--- config.mk ---
export PLATFORM = sky130hd
export DESIGN_NAME = gearbox_40_66
export DESIGN_NICKNAME = d
export VERILOG_FILES = /design/src/rtl/gearbox_pkg.sv /design/src/rtl/gearbox_40_66.sv
export SDC_FILE = /design/constraint.sdc
export NUM_CORES = 1
export LEC_CHECK = 0
export ABC_AREA = 1
export BUFFER_PORTS_ARGS = -buffer_cell sky130_fd_sc_hd__buf_4
export CAP_MARGIN = 20
export CORE_ASPECT_RATIO = 0.6
export CORE_MARGIN = 5
export CORE_UTILIZATION = 30
export DETAILED_ROUTE_END_ITERATION = 10
export SYNTH_ARGS = -nofsm -noshare
export SYNTH_HDL_FRONTEND = slang
export SYNTH_SLANG_ARGS = --single-unit
--- constraint.sdc ---
create_clock -name clk -period 10.7 [get_ports clk]
set_input_delay 2.14 -clock clk [delete_from_list [all_inputs] [get_ports clk]]
set_output_delay 2.14 -clock clk [all_outputs]
set_load 0.01 [all_outputs]
--- src/rtl/gearbox_pkg.sv ---
// Shared constants for the 40-to-66 receive gearbox and its 66-to-40 transmit twin.
package gearbox_pkg;

    localparam int GB_IN_W       = 40;
    localparam int GB_OUT_W      = 66;
    localparam int GB_STOR_W     = 105;
    localparam int GB_PERIOD_IN  = 33;
    localparam int GB_PERIOD_OUT = 20;
    // Fill count must reach GB_STOR_W (65 + 40) without wrapping.
    localparam int GB_CNT_W      = 7;

endpackage

--- src/rtl/gearbox_40_66.sv ---
// 40-bit to 66-bit receive gearbox, lsbit first on both sides.
// Defining GEARBOX_40_66_SLIP_EN enables the one-bit slip on din[0].
module gearbox_40_66
    import gearbox_pkg::*;
(
    input  logic                clk,
    input  logic                sclr,
    input  logic [GB_IN_W-1:0]  din,
    input  logic                din_valid,
    input  logic                slip,
    output logic [GB_OUT_W-1:0] dout,
    output logic                dout_valid
);

    logic [GB_CNT_W-1:0]  h_q, h_d;
    logic [GB_STOR_W-1:0] store_q, store_d;
    logic [GB_OUT_W-1:0]  dout_q, dout_d;
    logic                 dout_valid_q, dout_valid_d;

    logic [GB_STOR_W-1:0] word_ext;
    logic [GB_STOR_W-1:0] keep_mask;
    logic [GB_STOR_W-1:0] merged;
    logic [GB_CNT_W-1:0]  n;

`ifndef GEARBOX_40_66_SLIP_EN
    logic unused_slip;
    assign unused_slip = slip;
`endif

    always_comb begin
        word_ext = GB_STOR_W'(din);
        n        = h_q + GB_CNT_W'(GB_IN_W);
`ifdef GEARBOX_40_66_SLIP_EN
        if (slip) begin
            word_ext = GB_STOR_W'(din[GB_IN_W-1:1]);
            n        = h_q + GB_CNT_W'(GB_IN_W - 1);
        end
`endif
        // Store bits at and above h are stale (sclr never clears the store), so mask them out.
        keep_mask = ~({GB_STOR_W{1'b1}} << h_q);
        merged    = (store_q & keep_mask) | (word_ext << h_q);

        h_d          = h_q;
        store_d      = store_q;
        dout_d       = dout_q;
        dout_valid_d = 1'b0;

        if (sclr) begin
            h_d = '0;
        end else if (din_valid) begin
            if (n >= GB_CNT_W'(GB_OUT_W)) begin
                dout_d       = merged[GB_OUT_W-1:0];
                dout_valid_d = 1'b1;
                store_d      = merged >> GB_OUT_W;
                h_d          = n - GB_CNT_W'(GB_OUT_W);
            end else begin
                store_d = merged;
                h_d     = n;
            end
        end
    end

    always_ff @(posedge clk) begin
        if (sclr) begin
            h_q          <= '0;
            dout_valid_q <= 1'b0;
        end else begin
            h_q          <= h_d;
            dout_valid_q <= dout_valid_d;
        end
    end

    // Data path has no reset; it powers up to zero and otherwise holds.
    always_ff @(posedge clk) begin
        store_q <= store_d;
        dout_q  <= dout_d;
    end

    assign dout       = dout_q;
    assign dout_valid = dout_valid_q;

endmodule

==> reports/metrics.yaml <==
timing:
  finalHoldViolations: 0
  slew_headroom_pct: 15.3
  finalWorstSetupSlack_ps: 6770
  finalSetupTns_ps: 0
  fin_skew_ps: 13.3
  setup_viol: 0
  drv_slew: 0
  post-route-period-util_pct: 36.7
  fin_crit_ps: 3930
  rsz0062_at_grt: "false"
  fmax_mhz: 254
  fin_hold_ws_ps: 550
  worst_slew_pin_slew_ps: 1260
synth:
  yosysTopAreaCellShare_pct: 47.4
  synth-main-ff-cell: "edfxtp_1"
  synthArstFlopShare_pct: 0
  ys_ff_latch: 178
  synth-edff-count: 171
  avgSynthCellArea_um2: 7.97
  ys_warn_count: 0
  ys_types: 38
  netlist_instances: 1358
  syn-num-nets: 1412
  syn_area_um2: 10800
  ys_seq_area_share_pct: 48.7
  synth_area_leaders: "edfxtp_1 (47%), nand3_1 (15%), nand2_1 (14%)"
  synth_top_area_cell: "edfxtp_1"
route:
  ant_nets: 0
  avgViaCountPerCell: 5.50
  dr.pass1.iters: 6
  dr.first_iter.drc_count: 1596
  wl_per_cell_um: 21.9
  wl_um: 41700
  drc_errors: 0
  dr_total_vias: 10500
global_routing:
  grtUsageTotal_pct: 20.2
  antenna_found_initial: 1
  grt_pass1_wl_um: 60100
  grt-ovfl-total: 0
  grt_pass1_vias: 9295
  grt_max_degree: 81
pwr:
  pwr-share-comb_pct: 28.4
  p_int_mw: 1.33
  p_sw_share_pct: 35.6
  cellPowerDensity_nw_per_um2: 165
  p_clk_share_pct: 30.5
  seq_power_share_pct: 41.2
  p_sw_mw: 0.735
  p_leak_nw: 5.36
  vdd.ir_drop.worst_v: 0.000120
finish:
  fin_nets: 1477
  final-seq-area_um2: 5280
  multi_input_area_um2: 4790
  num_antenna_cells: 0
  n_fill_cell: 3722
  final_cell_mix: "nand2_1 (407), nand3_1 (330), edfxtp_1 (171)"
  areaGrowthSynthToFinish_pct: 15.4
  final_layout_size_suffix_gt1_share_pct: 13.7
  fin_util_pct: 35.4
  final_common_cell: "nand2_1"
  stdcell_count: 1903
outcome:
  outcome: "completed"
die:
  die_w_um: 255
  chipHeight_um: 157
  io_pins: 111
  die-area_um2: 40100
  coreArea_um2: 35300
  start_util_pct: 30.7
  rows: 53
cts:
  clk_pin_slew_ps: 70
  ctsRootBufferMaster: "clkbuf_16"
  htree_levels: 4
  post-cts-setup-buffers: 0
  clkLatencyLatePin_ps: 460
  ctsResizeCount: 0
  cts.path.max_buffers: 2
  clock-sinks: 178
  cts_hold_buf: 0
  cts_buffers: 17
  cts_tree: "built"
place:
  dpl_worst_slack_ps: 6470
  io_buffers: 109
  place_inst: 1870
  gp_congestion: 0.950
  hpwl_um: 30100
worst_setup_path:
  path_class: "register to register"
  crit_fanout: 80
  crit_path_start_kind: "register"
  worst_ep_arrival_time_ps: 4140
  worst_setup_path_end_kind: "register"
  required_ps: 10910
job:
  cap_violations: 0
hold_path:
  holdCritPathClass: "register to register"
-- power groups by stage --
stage	Clock (mW)	Sequential (mW)	Combinational (mW)
2_1_floorplan	0	0.872	0.354
3_3_place_gp	0	0.864	0.559
3_5_place_dp	0	0.865	0.565
4_1_cts	0.638	0.850	0.568
5_1_grt	0.664	0.853	0.630
6_report	0.628	0.850	0.585
-- state kept, by name, summed over array words and instances (netlist names) --
signal and flops:
store_q 105, h_q 6, dout_valid 1, dout 66
-- metrics by stage --
| step | total power [mW] | area (um^2) |
|---|---|---|
| global route | 2.15 | 12500 |
| floorplan | 1.23 | 10800 |
| CTS | 2.06 | 12500 |
| global placement | 1.42 | 11900 |
| detailed placement | 1.43 | 11900 |
| finish | 2.06 | 12500 |
-- kinds of logic (layout without fill, tap and decap cells) --
logic type               after synthesis  count (layout)  synth area share [%]
AND/OR/NAND/NOR                      829             829                  33.5
AO/OA/AOI/OAI                        171             171                  9.21
buffers and inverters                167             245                  7.16
XOR/XNOR                               3               3                 0.243
flip-flops                           178             178                  48.7
adder cells (fa/ha/maj)               10              10                  1.16
-- Yosys cell counts, types with 8 or more instances --
library cell	n
nand4_1	13
clkbuf_1	10
a21oi_1	44
o21ai_2	8
ha_1	10
a22oi_1	9
o21ai_1	12
a31oi_1	26
buf_2	45
nor2_1	59
nand3_1	330
buf_4	13
o21ai_0	56
nand2_1	407
edfxtp_1	171
inv_1	78
-- final cells by class --
class / instances / share of cell area, %
Clock buffer: 18 / 3.43
Clock inverter: 14 / 1.10
Inverter: 88 / 2.68
Multi-Input combinational cell: 1013 / 38.4
Sequential cell: 178 / 42.2
Tap cell: 467 / 4.68
Timing Repair Buffer: 125 / 7.51
-- metal layers --
| layer | track usage, % | share of wire, % | up-vias |
|---|---|---|---|
| li1 | - | - | 4835 |
| met1 | 30.6 | 45 | 4981 |
| met2 | 28.2 | 41 | 609 |
| met3 | 5.85 | 12 | 45 |
| met4 | 5.06 | 1.9 | 0 |
| met5 | 0 | 0 | - |
-- path summary, 6_finish.rpt --
path	from	endpoint	slack [ps]	cells after the start
worst max register to register	h_q[4]	store_q[28]	6770	10
worst min register to register	store_q[30]	dout[30]	550	2
worst max-delay path	h_q[4]	store_q[28]	6770	10
worst min-delay path	store_q[30]	dout[30]	550	2
-- critical path: stages (launching register included) --
cell	delay (ps)
dfxtp_2	310
buf_4	670
ha_1	360
inv_1	60
ha_1	290
nand4_1	150
nand2_2	90
inv_2	320
buf_4	760
nand3_1	380
o21a_1	200
(Power assumes the default switching activity.)
